## src/rtl/mem_pkg.sv

```systemverilog
// Shared definitions for the MEM stage: funct3 codes, FSM states, store lane helpers.
package mem_pkg;

  localparam logic [2:0] F3_B  = 3'b000;
  localparam logic [2:0] F3_H  = 3'b001;
  localparam logic [2:0] F3_W  = 3'b010;
  localparam logic [2:0] F3_BU = 3'b100;
  localparam logic [2:0] F3_HU = 3'b101;

  typedef enum logic [1:0] {
    IDLE = 2'd0,
    REQ  = 2'd1,
    WAIT = 2'd2,
    DONE = 2'd3
  } mem_state_t;

  // size = funct3[1:0]: 00 byte, 01 half, anything else handled as a word
  function automatic logic is_misaligned(input logic [1:0] size, input logic [1:0] addr_lo);
    case (size)
      2'b00:   is_misaligned = 1'b0;
      2'b01:   is_misaligned = addr_lo[0];
      default: is_misaligned = (addr_lo != 2'b00);
    endcase
  endfunction

  // Byte enables for a store of the given size at the given byte offset
  function automatic logic [3:0] store_be(input logic [1:0] size, input logic [1:0] addr_lo);
    case (size)
      2'b00:   store_be = 4'b0001 << addr_lo;
      2'b01:   store_be = 4'b0011 << addr_lo;
      default: store_be = 4'b1111;
    endcase
  endfunction

  // Store data replicated across every lane so the byte enables pick the right one
  function automatic logic [31:0] store_wdata(input logic [1:0] size, input logic [31:0] rs2);
    case (size)
      2'b00:   store_wdata = {4{rs2[7:0]}};
      2'b01:   store_wdata = {2{rs2[15:0]}};
      default: store_wdata = rs2;
    endcase
  endfunction

endpackage

```

## src/rtl/mem_load_ext.sv

```systemverilog
// Load lane selection with sign/zero extension for RV32I loads.
module mem_load_ext
  import mem_pkg::*;
(
  input  logic [31:0] rdata,
  input  logic [1:0]  addr_lo,
  input  logic [2:0]  func3,
  output logic [31:0] result
);

  logic [7:0]  byte_sel;
  logic [15:0] half_sel;

  // Pick the addressed byte/half and extend according to funct3
  always_comb begin
    byte_sel = 8'(rdata >> {addr_lo, 3'b000});
    half_sel = addr_lo[1] ? rdata[31:16] : rdata[15:0];
    case (func3)
      F3_B:    result = {{24{byte_sel[7]}}, byte_sel};
      F3_BU:   result = {24'h000000, byte_sel};
      F3_H:    result = {{16{half_sel[15]}}, half_sel};
      F3_HU:   result = {16'h0000, half_sel};
      default: result = rdata;
    endcase
  end

endmodule

```

## src/rtl/mem_access_unit.sv

```systemverilog
// MEM pipeline stage: issues load/store on a valid/ready data port, stalls
// upstream until the access completes, and forwards results to MEM/WB.
module mem_access_unit
  import mem_pkg::*;
#(
  parameter int unsigned RSP_TIMEOUT = 255
) (
  input  logic        clk,
  input  logic        rst,
  input  logic [31:0] ex_alu_o,
  input  logic [31:0] ex_rs2_data,
  input  logic [4:0]  ex_rd,
  input  logic [2:0]  ex_func3,
  input  logic        ex_mem_read,
  input  logic        ex_mem_write,
  input  logic        ex_mem2reg,
  input  logic        ex_regs_write,
  output logic        dmem_req_valid,
  input  logic        dmem_req_ready,
  output logic [31:0] dmem_addr,
  output logic        dmem_we,
  output logic [3:0]  dmem_be,
  output logic [31:0] dmem_wdata,
  input  logic        dmem_rsp_valid,
  input  logic [31:0] dmem_rdata,
  output logic        mem_stall,
  output logic        mem_misalign,
  output logic        mem_fault,
  output logic [31:0] me_mem_data,
  output logic [31:0] me_alu_o,
  output logic [4:0]  me_rd,
  output logic        me_mem2reg,
  output logic        me_regs_write
);

  localparam int unsigned CW = $clog2(RSP_TIMEOUT + 1);

  mem_state_t    state, state_d;
  logic [CW-1:0] cnt, cnt_d, cnt_inc;
  logic          fault, fault_d;
  logic [31:0]   data, data_d;
  logic [31:0]   load_val;
  logic          op, is_store, misaligned;

  assign op         = ex_mem_read | ex_mem_write;
  assign is_store   = ex_mem_write;
  assign misaligned = is_misaligned(ex_func3[1:0], ex_alu_o[1:0]);
  assign cnt_inc    = cnt + CW'(1);

  // Request fields come straight from EX/MEM, which the stall holds stable
  assign dmem_addr  = {ex_alu_o[31:2], 2'b00};
  assign dmem_we    = is_store;
  assign dmem_be    = is_store ? store_be(ex_func3[1:0], ex_alu_o[1:0]) : 4'b1111;
  assign dmem_wdata = store_wdata(ex_func3[1:0], ex_rs2_data);

  assign mem_misalign  = op & misaligned;
  assign mem_fault     = (state == DONE) & fault;
  assign me_mem_data   = data;
  assign me_alu_o      = ex_alu_o;
  assign me_rd         = ex_rd;
  assign me_mem2reg    = ex_mem2reg;
  assign me_regs_write = ex_regs_write & ~mem_misalign & ~mem_fault;

  mem_load_ext u_load_ext (
    .rdata   (dmem_rdata),
    .addr_lo (ex_alu_o[1:0]),
    .func3   (ex_func3),
    .result  (load_val)
  );

  // State, timeout counter, fault flag and load data registers
  always_ff @(posedge clk) begin
    if (!rst) begin
      state <= IDLE;
      cnt   <= '0;
      fault <= 1'b0;
      data  <= '0;
    end else begin
      state <= state_d;
      cnt   <= cnt_d;
      fault <= fault_d;
      data  <= data_d;
    end
  end

  // Next-state and handshake/stall decode
  always_comb begin
    state_d        = state;
    cnt_d          = cnt;
    fault_d        = fault;
    data_d         = data;
    dmem_req_valid = 1'b0;
    mem_stall      = 1'b0;
    case (state)
      IDLE: begin
        if (op && !misaligned) begin
          dmem_req_valid = 1'b1;
          mem_stall      = 1'b1;
          state_d        = dmem_req_ready ? WAIT : REQ;
        end
      end
      REQ: begin
        dmem_req_valid = 1'b1;
        mem_stall      = 1'b1;
        if (dmem_req_ready) state_d = WAIT;
      end
      WAIT: begin
        mem_stall = 1'b1;
        cnt_d     = cnt_inc;
        if (dmem_rsp_valid) begin
          data_d  = is_store ? 32'h0 : load_val;
          state_d = DONE;
        end else if (cnt_inc == CW'(RSP_TIMEOUT)) begin
          data_d  = 32'h0;
          fault_d = 1'b1;
          state_d = DONE;
        end
      end
      DONE: begin
        // data cleared so non-memory ops see zero on me_mem_data
        state_d = IDLE;
        cnt_d   = '0;
        fault_d = 1'b0;
        data_d  = 32'h0;
      end
      default: state_d = IDLE;
    endcase
    // Memory is in reset alongside us, so never present a request or stall then
    if (!rst) begin
      dmem_req_valid = 1'b0;
      mem_stall      = 1'b0;
    end
  end

endmodule
```

## config.mk

```make
export PLATFORM = sky130hd
export DESIGN_NAME = mem_access_unit
export DESIGN_NICKNAME = d
export VERILOG_FILES = /design/src/rtl/mem_pkg.sv /design/src/rtl/mem_load_ext.sv /design/src/rtl/mem_access_unit.sv
export SDC_FILE = /design/constraint.sdc
export NUM_CORES = 1
export LEC_CHECK = 0
export ABC_CLOCK_PERIOD_IN_PS = 3100
export CAP_MARGIN = 10
export CELL_PAD_IN_SITES_DETAIL_PLACEMENT = 2
export CELL_PAD_IN_SITES_GLOBAL_PLACEMENT = 2
export CORE_ASPECT_RATIO = 0.7
export CORE_MARGIN = 10
export CORE_UTILIZATION = 19
export CTS_BUF_LIST = sky130_fd_sc_hd__clkbuf_16
export DETAILED_ROUTE_END_ITERATION = 7
export GPL_ROUTABILITY_DRIVEN = 0
export PLACE_DENSITY_LB_ADDON = 0.25
export SETUP_SLACK_MARGIN = 0.02
export SLEW_MARGIN = 20
export SYNTH_ARGS = -nofsm -noshare
export SYNTH_HDL_FRONTEND = slang
export SYNTH_HIERARCHICAL = 1
export SYNTH_SLANG_ARGS = --single-unit
```

## constraint.sdc

```tcl
create_clock -name clk -period 3.1 [get_ports clk]
set_clock_uncertainty 0.2 [all_clocks]
set_input_delay 0.465 -clock clk [delete_from_list [all_inputs] [get_ports clk]]
set_output_delay 0.465 -clock clk [all_outputs]
set_load 0.02 [all_outputs]
```

==> flow_summary.ini <==
[critical_path]
crit_type = primary input to output pin
slowest_delay_ns = 0.60
crit_slowest_cell = clkdlybuf4s50_1
worstPathCellList = clkdlybuf4s50_1 -> buf_6 -> nor2_1 -> buf_4 -> mux2_2 -> clkdlybuf4s50_1
crit_path_end_kind = output pin
cp_max_fo = 23
arrival_ns = 2.32
critPathLaunchType = primary input
crit_path_frequent_cell = clkdlybuf4s50_1
worstPathRequired_ns = 2.43

[hold_path]
worstHoldPathType = flip-flop to flip-flop

[placed_design]
dp_hpwl_um = 13000
port_buffers = 151
place_ws_ns = -0.0999
place_inst = 785

[logic_synthesis]
avgSynthCellArea_um2 = 7.67
synthXorXnorAreaFrac_pct = 1.43
synth-compound-area-share_pct = 23.4
async_reset_ff_share_pct = 0
synth_cell_types = 57
yosysTopAreaCellShare_pct = 23.5
syn_area_um2 = 3670
synth-edff-count = 0
yosys-top-cells-area = dfxtp_1 (23%), buf_4 (16%), nand2_1 (9.2%), mux2_2 (6.5%), a21boi_1 (6.1%)
synthSimpleGateAreaFrac_pct = 18.1
synthCells = 478
synth_warnings = 6
synth_ff_type = dfxtp_1
yosysMostFrequentCell = nand2_1
synth_top_area_cell = dfxtp_1
synth_top_family_by_area = compound AO/OA/AOI/OAI gates
synthTopCellsByCount = nand2_1 (90), buf_4 (80), dfxtp_1 (43), o21ai_1 (32), a21boi_1 (30)
synth_adder_area_share_pct = 2.05
synthMuxAreaShare_pct = 10.6
synth-seq-cells = 43
ys_seq_area_share_pct = 23.5

[floorplanning]
initial_core_util_pct = 19.4
die-height_um = 136
rows = 42
io_pins = 256
fp.dieArea_um2 = 25300
core-area_um2 = 18900
dieWidth_um = 186

[route]
postRouteAntennaNets = 0
wirelength_um = 15700
post_drt_wl_per_cell_um = 19.9
drtIter0Drc = 163
dr.pass1.iters = 4
via_count = 3492
drc_errors = 0
vias_per_cell = 4.40

[sta]
worst_hold_slack_ns = 0.282
fmax_ghz = 0.335
period_minus_slack_ns = 2.99
rsz0062_at_grt = true
slew_violations = 0
setup_ws_ns = 0.112
setup_viol = 0
finalSetupTns_ns = 0
hold_viol_final = 0
fin_crit_sh_pct = 96.4

[finish]
area_growth_pct = 39.0
antenna_cells = 0
drive_gt1_share_pct = 12.3
nNetsFinal = 668
multi_input_area_um2 = 2060
finalNonFillerCells = 793
nFillCells = 2192
seq_area_um2 = 861
fin_util_pct = 26.9

[clocking]
cts_buffer_depth = 2
htreeDepth = 2
clk_latency_ns = 0.29
post_cts_buffers = 0
cts_tree = yes
clockRootBuffer = clkbuf_16
cts_inserted_buffers = 5
clkSlewWorstSetupHoldPaths_ns = 0.06
cts.sinks = 43
cts_hold_buf = 0

[global_route]
antenna_found_initial = 0
track_usage_pct = 12.4
grt_pass1_wl_um = 24100
overflow = 0
grt_pass1_vias = 3846
grt_max_degree = 40

[power]
p_switching_uw = 815
p_seq_share_pct = 28.2
swShare_pct = 35.9
intPower_uw = 1450
irDropWorstVdd_mv = 0.183
combPwrFrac_pct = 40.7
clkPwrFrac_pct = 31.1
powerDensity_nw_per_um2 = 445
leakage_uw = 0.00193

[run]
cap_violations = 0

[run_status]
status = complete, no violations
## layout make-up
cell class	instances	area share, %
tap	242	5.94
inverter	5	0.368
timing repair buffer	171	32.6
clock buffer	5	2.46
multi-input combinational	324	40.4
sequential	43	16.9
clock inverter	3	1.33
## kinds of logic after synthesis
group | count (synthesis)
other | 1
multiplexers | 35
XOR/XNOR | 6
flip-flops | 43
AO/OA/AOI/OAI | 128
buffers and inverters | 112
AND/OR/NAND/NOR | 147
adder cells (fa/ha/maj) | 6
## power by group through the flow
stage | Clock [uW] | Sequential (uW) | Combinational [uW]
5_1_grt | 749 | 647 | 1020
6_report | 706 | 639 | 924
3_3_place_gp | 0 | 648 | 913
2_1_floorplan | 0 | 664 | 644
4_1_cts | 733 | 640 | 939
3_5_place_dp | 0 | 652 | 939
## state kept, by name, summed over array words and instances (netlist names)
name	flops
cnt	8
me_mem_data	32
fault	1
state	2
## critical path: cells and delay by family
kind / cells / cell delay (ns)
buffers and inverters: 4 / 1.53
muxes: 1 / 0.23
and+or+nand+nor: 1 / 0.08
## what timing repair did
item,4_1_cts,5_1_grt
endpoints found under the setup margin,2,10
pin swaps,0,0
resized for setup,3,3
## through the flow
step	cell area, um2	power [uW]
6_report	5090	2270
5_1_grt	5090	2410
4_1_cts	5090	2310
3_5_place_dp	4890	1590
3_3_place_gp	4890	1560
2_1_floorplan	3670	1310
## metal layers
metal / GRT usage (%) / share of wire [%] / vias up
met2: 20.4 / 46 / 84
met5: 0 / 0 / -
met3: 3.01 / 4.9 / 21
li1: - / - / 1690
met4: 2.41 / 0.94 / 0
met1: 16.2 / 48 / 1697
## path summary, 6_finish.rpt
check | startpoint | end | slack [ns] | cells past startpoint
setup / recovery | ex_func3[0] | dmem_wdata[9] | 0.11 | 6
hold / removal | me_mem_data[17]$_SDFFE_PN0P_ | me_mem_data[17]$_SDFFE_PN0P_ | 0.28 | 2
setup reg to reg | cnt[0]$_SDFFE_PN0P_ | me_mem_data[26]$_SDFFE_PN0P_ | 0.65 | 9
hold reg to reg | me_mem_data[17]$_SDFFE_PN0P_ | me_mem_data[17]$_SDFFE_PN0P_ | 0.28 | 2
## cell usage in the layout, fill, tap and decap left out, drive strengths merged, types with 3 or more instances in the layout
| cell type | n |
|---|---|
| nand2 | 92 |
| ha | 6 |
| dfxtp | 43 |
| a21oi | 11 |
| a21boi | 32 |
| nor2b | 8 |
| nor3b | 3 |
| mux2 | 21 |
| o21ai | 57 |
| clkbuf | 5 |
| buf | 21 |
| mux2i | 13 |
| and3 | 3 |
| nor2 | 22 |
| nand2b | 4 |
| inv | 5 |
| a22oi | 8 |
| nand4 | 3 |
| xor2 | 5 |
| clkdlybuf4s50 | 146 |
No activity file was read; power rests on OpenSTA's default activity.
